**src/rtl/qsignmag_conv.sv**
```systemverilog
// qsignmag_conv
// Streams N-bit two's-complement fixed-point words into the N-bit
// sign-magnitude Q format (bit N-1 = sign, bits N-2:0 = magnitude).
// Two-stage elastic valid/ready pipeline. The single unrepresentable input
// (most-negative word) saturates to full-scale negative and is flagged.
// Saturated deliveries are tallied in a saturating event counter.
module qsignmag_conv #(
    parameter int Q     = 15,
    parameter int N     = 32,
    parameter int CNT_W = 16
) (
    input  logic             clk,
    input  logic             rst,
    input  logic [N-1:0]     i_data,
    input  logic             i_valid,
    output logic             i_ready,
    output logic [N-1:0]     o_data,
    output logic             o_valid,
    input  logic             o_ready,
    output logic             o_ovf,
    output logic [CNT_W-1:0] ovf_count,
    input  logic             ovf_clr
);

    localparam logic [N-1:0]     MIN_WORD = {1'b1, {(N-1){1'b0}}};
    localparam logic [N-1:0]     SAT_WORD = {N{1'b1}};
    localparam logic [N-1:0]     WORD_ONE = {{(N-1){1'b0}}, 1'b1};
    localparam logic [CNT_W-1:0] CNT_MAX  = {CNT_W{1'b1}};
    localparam logic [CNT_W-1:0] CNT_ONE  = {{(CNT_W-1){1'b0}}, 1'b1};

    // Q only places the binary point; the conversion is identical for any Q,
    // but the point must still fall inside the word.
    if (Q < 0 || Q > N - 1) begin : g_bad_q
        $error("qsignmag_conv: Q must lie in 0..N-1");
    end

    logic         s1_valid;
    logic [N-1:0] s1_word;
    logic         s1_neg;
    logic         s1_min;

    logic         s2_valid;
    logic [N-1:0] s2_data;
    logic         s2_ovf;

    logic         s2_adv;
    logic         s1_adv;
    logic         in_xfer;
    logic         out_xfer;

    logic [N-1:0] neg_word;
    logic [N-1:0] conv_data;
    logic         conv_ovf;

    // Handshake: s2 moves when empty or drained; s1 can refill whenever it
    // empties in the same cycle, giving one word per cycle when o_ready is high.
    always_comb begin
        s2_adv   = !s2_valid | o_ready;
        s1_adv   = s1_valid & s2_adv;
        i_ready  = !s1_valid | s2_adv;
        in_xfer  = i_valid & i_ready;
        out_xfer = s2_valid & o_ready;
    end

    // Conversion of the word held in s1. For every negative word other than
    // the minimum, the N-bit negation has a clear MSB, so OR-ing in the sign
    // bit is the same as replacing the MSB with 1.
    always_comb begin
        neg_word  = ~s1_word + WORD_ONE;
        conv_data = s1_word;
        conv_ovf  = 1'b0;
        if (s1_min) begin
            conv_data = SAT_WORD;
            conv_ovf  = 1'b1;
        end else if (s1_neg) begin
            conv_data = neg_word | MIN_WORD;
        end
    end

    // Stage 1: capture the input word together with its sign and min flags.
    always_ff @(posedge clk or posedge rst) begin
        if (rst) begin
            s1_valid <= 1'b0;
            s1_word  <= '0;
            s1_neg   <= 1'b0;
            s1_min   <= 1'b0;
        end else if (in_xfer) begin
            s1_valid <= 1'b1;
            s1_word  <= i_data;
            s1_neg   <= i_data[N-1];
            s1_min   <= (i_data == MIN_WORD);
        end else if (s1_adv) begin
            s1_valid <= 1'b0;
        end
    end

    // Stage 2: output register; holds its contents while stalled.
    always_ff @(posedge clk or posedge rst) begin
        if (rst) begin
            s2_valid <= 1'b0;
            s2_data  <= '0;
            s2_ovf   <= 1'b0;
        end else if (s2_adv) begin
            s2_valid <= s1_valid;
            if (s1_valid) begin
                s2_data <= conv_data;
                s2_ovf  <= conv_ovf;
            end
        end
    end

    // Saturating count of delivered saturated beats; a clear overrides a count.
    always_ff @(posedge clk or posedge rst) begin
        if (rst) begin
            ovf_count <= '0;
        end else if (ovf_clr) begin
            ovf_count <= '0;
        end else if (out_xfer && s2_ovf && ovf_count != CNT_MAX) begin
            ovf_count <= ovf_count + CNT_ONE;
        end
    end

    assign o_data  = s2_data;
    assign o_valid = s2_valid;
    assign o_ovf   = s2_ovf;

endmodule
```
**config.mk**
```make
export PLATFORM = sky130hd
export DESIGN_NAME = qsignmag_conv
export DESIGN_NICKNAME = d
export VERILOG_FILES = /design/src/rtl/qsignmag_conv.sv
export SDC_FILE = /design/constraint.sdc
export NUM_CORES = 1
export LEC_CHECK = 0
export ABC_AREA = 1
export CAP_MARGIN = 20
export CORE_ASPECT_RATIO = 0.6
export CORE_UTILIZATION = 58
export CTS_BUF_LIST = sky130_fd_sc_hd__clkbuf_8
export DETAILED_ROUTE_END_ITERATION = 10
export HOLD_SLACK_MARGIN = 0.05
export PLACE_DENSITY = 0.95
export SKIP_CTS_REPAIR_TIMING = 1
export SLEW_MARGIN = 20
export SYNTH_ARGS = -nofsm -noshare
export SYNTH_HDL_FRONTEND = slang
export SYNTH_SLANG_ARGS = --single-unit
export TNS_END_PERCENT = 5
```
**constraint.sdc**
```tcl
create_clock -name clk -period 6.8 [get_ports clk]
set_input_delay 1.36 -clock clk [delete_from_list [all_inputs] [get_ports clk]]
set_output_delay 1.36 -clock clk [all_outputs]
set_load 0.05 [all_outputs]
```
==> metrics.txt <==
# TYPE chip_impl_metric gauge
chip_impl_metric{name="layout_nets",unit=""} 742
chip_impl_metric{name="finalWorstSetupSlack",unit="ps"} 2573
chip_impl_metric{name="number_of_distinct_library_cell_variants_in_the_gate_level_netlist_after_synthesis",unit=""} 33
chip_impl_metric{name="grt_antenna_before_repair",unit=""} 0
chip_impl_metric{name="pre_cts_ws",unit="ps"} 2579
chip_impl_metric{name="dp_hpwl",unit="um"} 9505
chip_impl_metric{name="insertion_delay",unit="ps"} 370
chip_impl_metric{name="dp.cells",unit=""} 796
chip_impl_info{name="worst-setup-path-type",value="input port to output port"} 1
chip_impl_metric{name="drcViolationCount",unit=""} 0
chip_impl_metric{name="p_leak",unit="nW"} 2.579
chip_impl_metric{name="report.final.hold_viol_count",unit=""} 0
chip_impl_metric{name="finalWorstPathRequiredPeriod",unit="ps"} 4227
chip_impl_metric{name="ffs_w_async_s_r_synth",unit="%"} 100.0
chip_impl_metric{name="timing_worst_slew_pin_value",unit="ps"} 1059
chip_impl_metric{name="muxShareOfSynthArea",unit="%"} 2.207
chip_impl_metric{name="maxClockFrequency",unit="GHz"} 0.2366
chip_impl_metric{name="final_tns_setup",unit="ps"} 0
chip_impl_metric{name="floorplan.die_area",unit="sq um"} 8288
chip_impl_metric{name="finalCritPeriodShare",unit="%"} 62.17
chip_impl_metric{name="synth_edf_count",unit=""} 0
chip_impl_metric{name="floorplan.core_area",unit="sq um"} 7447
chip_impl_metric{name="route.detailed.wl_per_inst",unit="um"} 15.73
chip_impl_metric{name="avgViaCountPerCell",unit=""} 5.784
chip_impl_metric{name="synthesis.nets",unit=""} 661
chip_impl_info{name="outcome",value="completed"} 1
chip_impl_metric{name="initial_core_util",unit="%"} 61.66
chip_impl_metric{name="yosys_register_bits",unit=""} 84
chip_impl_info{name="worst_path_most_repeated_cell",value="clkdlybuf4s50_1"} 1
chip_impl_metric{name="power.density_cell_area",unit="nW/um^2"} 309.1
chip_impl_metric{name="num_io_pins",unit=""} 88
chip_impl_metric{name="worst_clock_skew",unit="ps"} 10.60
chip_impl_info{name="cts_root_buffer",value="clkbuf_8"} 1
chip_impl_info{name="synth_top_family_by_area",value="simple AND/OR/NAND/NOR gates"} 1
chip_impl_metric{name="synth-adder-area-share",unit="%"} 0.5450
chip_impl_info{name="rsz0062_at_grt",value="no"} 1
chip_impl_metric{name="cts.path.max_buffers",unit=""} 2
chip_impl_metric{name="ff_latch_area",unit="sq um"} 2102
chip_impl_metric{name="synth-compound-area-share",unit="%"} 9.891
chip_impl_metric{name="critical-path-max-stage-delay",unit="ps"} 830
chip_impl_info{name="cp_top_family",value="buffers and inverters"} 1
chip_impl_info{name="cpMaxStageDelayCell",value="clkdlybuf4s50_1"} 1
chip_impl_metric{name="dpl-instance-area",unit="sq um"} 5524
chip_impl_metric{name="antenna-diode-count",unit=""} 0
chip_impl_metric{name="share_of_post_route_cells_with_drive_strength_above_1",unit="%"} 6.506
chip_impl_info{name="tritoncts",value="yes"} 1
chip_impl_metric{name="worst_ir_drop_vdd",unit="mV"} 0.1606
chip_impl_metric{name="synth.yosys.warnings",unit=""} 0
chip_impl_metric{name="global_route.usage.total",unit="%"} 33.26
chip_impl_metric{name="grt_start_max_net_pins",unit=""} 85
chip_impl_metric{name="grt_pass1_wl",unit="um"} 20690
chip_impl_metric{name="num_vias",unit=""} 4691
chip_impl_metric{name="cts-htree-levels",unit=""} 3
chip_impl_info{name="min_path_type",value="flip-flop to flip-flop"} 1
chip_impl_metric{name="placementRows",unit=""} 24
chip_impl_info{name="setup.worst_path.start_class",value="input port"} 1
chip_impl_metric{name="width_of_the_chip",unit="um"} 116.9
chip_impl_metric{name="path_clk_slew",unit="ps"} 70
chip_impl_metric{name="place_congestion",unit=""} 0.9383
chip_impl_metric{name="detailedRoute.firstPassIterationCount",unit=""} 6
chip_impl_metric{name="timing.critical_path.buf_inv",unit=""} 3
chip_impl_info{name="postSynth.topFlopCell",value="dfrtp_1"} 1
chip_impl_metric{name="synthSimpleGateAreaFrac",unit="%"} 33.98
chip_impl_metric{name="synth_xor_xnor_area_share",unit="%"} 0.3815
chip_impl_metric{name="grt_pass1_vias",unit=""} 4345
chip_impl_metric{name="place.port_buffers",unit=""} 87
chip_impl_metric{name="tritoncts.num_buffers",unit=""} 9
chip_impl_metric{name="cp_max_fo",unit=""} 9
chip_impl_info{name="crit_path_cell_trace",value="clkdlybuf4s50_1, inv_1, nand3_2, clkdlybuf4s50_1"} 1
chip_impl_metric{name="maxSlewViolCount",unit=""} 0
chip_impl_metric{name="globalRoute.totalOverflow",unit=""} 0
chip_impl_metric{name="post-layout-total-power",unit="mW"} 1.766
chip_impl_metric{name="route.final.wire_length",unit="um"} 12760
chip_impl_metric{name="maximum_capacitance_violations",unit=""} 0
chip_impl_metric{name="setup_viol_count_final",unit=""} 0
chip_impl_metric{name="drtIter0Drc",unit=""} 404
chip_impl_metric{name="multiInputGateArea",unit="sq um"} 2161
chip_impl_metric{name="n_fill_cell",unit=""} 562
chip_impl_metric{name="syn-cell-area",unit="sq um"} 4592
chip_impl_metric{name="drt.antenna.violating_nets",unit=""} 0
chip_impl_metric{name="die_h",unit="um"} 70.92
chip_impl_metric{name="cp.arrival",unit="ps"} 2870
chip_impl_metric{name="fin_cells",unit=""} 811
chip_impl_metric{name="syn_avg_cell_area",unit="sq um"} 7.382
chip_impl_metric{name="maxSlewHeadroom",unit="%"} 29.39
chip_impl_metric{name="post_synth_inst_count",unit=""} 622
chip_impl_metric{name="area_growth_syn_to_layout",unit="%"} 24.39
chip_impl_info{name="crit_path_end_kind",value="output port"} 1
chip_impl_metric{name="yosysSeqAreaShare",unit="%"} 45.78
chip_impl_metric{name="design_area",unit="sq um"} 5712
chip_impl_metric{name="clock_sink_count",unit=""} 84
chip_impl_metric{name="worst-endpoint-required",unit="ps"} 5440
==> cell families (layout without fill, tap and decap cells) <==
logic type | count (synthesis) | after routing
AO/OA/AOI/OAI | 78 | 78
XOR/XNOR | 2 | 2
adder cells (fa/ha/maj) | 2 | 2
buffers and inverters | 83 | 168
flip-flops | 84 | 84
multiplexers | 9 | 9
AND/OR/NAND/NOR | 364 | 364
==> worst min-delay path: stages, from the launching register on <==
cell	delay (ps)
dfrtp_1	350
o21ai_1	70
inv_1	50
==> layout make-up <==
cell class / count / area share (%)
multi-input cells: 455 / 37.83
flip-flops and latches: 84 / 36.80
repair buffers: 90 / 15.71
inverters: 63 / 4.162
clock buffers: 10 / 2.410
well taps: 104 / 2.278
clock inverters: 5 / 0.8105
==> sequential cells by signal (all words and copies together), names as in the netlist <==
signal,cells
o_data,32
s1_word,32
ovf_count,16
o_ovf,1
o_valid,1
s1_min,1
s1_valid,1
==> per-stage QoR <==
stage / hold slack (ps) / util (%)
after detailed placement: 476.8 / 74.18
after global placement: 468.0 / 74.18
final: 502.1 / 76.70
after global routing: 525.8 / 76.70
after CTS: 501.9 / 76.65
after floorplan: 449.6 / -
==> Yosys cell counts, drive strengths merged (4+ instances only) <==
cell type / number / area share (%)
a21oi: 20 / 2.4
nand4: 19 / 2.6
nand3b: 7 / 1.1
nand3: 50 / 5.6
nor4: 4 / 0.54
nand2: 161 / 13
dfrtp: 84 / 46
nor3: 6 / 0.76
mux2: 9 / 2.2
a31oi: 6 / 0.82
inv: 61 / 5.0
buf: 9 / 1.2
clkbuf: 11 / 0.90
nor2: 115 / 9.7
o22ai: 4 / 0.54
o21ai: 47 / 5.9
==> metal layers <==
layer	vias up	GRT usage, %	part of all wire [%]
met2	306	48.26	42
met1	2171	48.40	43
li1	2179	-	-
met5	-	0	0
met3	35	9.426	13
met4	0	10.69	1.8
==> cells in the final DEF (no fill, tap or decap), drive strengths merged <==
cell	count
nand4	19
inv	63
ha	2
clkinv	4
nand3b	7
nand3	50
nand2	161
a21oi	20
mux2	9
bufinv	1
clkdlybuf4s50	87
o22ai	4
clkbuf	10
buf	3
nor4	4
dfrtp	84
o21ai	47
a31oi	6
nor3	6
o21bai	1
or2	2
xor2	2
nor2	115
==> power by group <==
part | switching [mW] | internal, mW | leakage, nW | total (mW)
sequential | 0.0995 | 0.600 | 1.01 | 0.699
clock | 0.175 | 0.173 | 0.106 | 0.349
combinational | 0.482 | 0.235 | 1.46 | 0.718
total | 0.757 | 1.01 | 2.58 | 1.77
==> worst paths after layout <==
check	startpoint	end	slack [ps]	depth (start not counted)
min in group asynchronous	rst	ovf_count[14]$_DFFE_PP0P_	1480	3
max in group asynchronous	rst	ovf_count[5]$_DFFE_PP0P_	4760	3
setup / recovery	o_ready	i_ready	2570	4
hold / removal	o_data[13]$_DFFE_PP0P_	o_data[13]$_DFFE_PP0P_	500	2
hold reg to reg	o_data[13]$_DFFE_PP0P_	o_data[13]$_DFFE_PP0P_	500	2
setup reg to reg	ovf_count[0]$_DFFE_PP0P_	ovf_count[9]$_DFFE_PP0P_	4690	11
(Power assumes the default switching activity.)
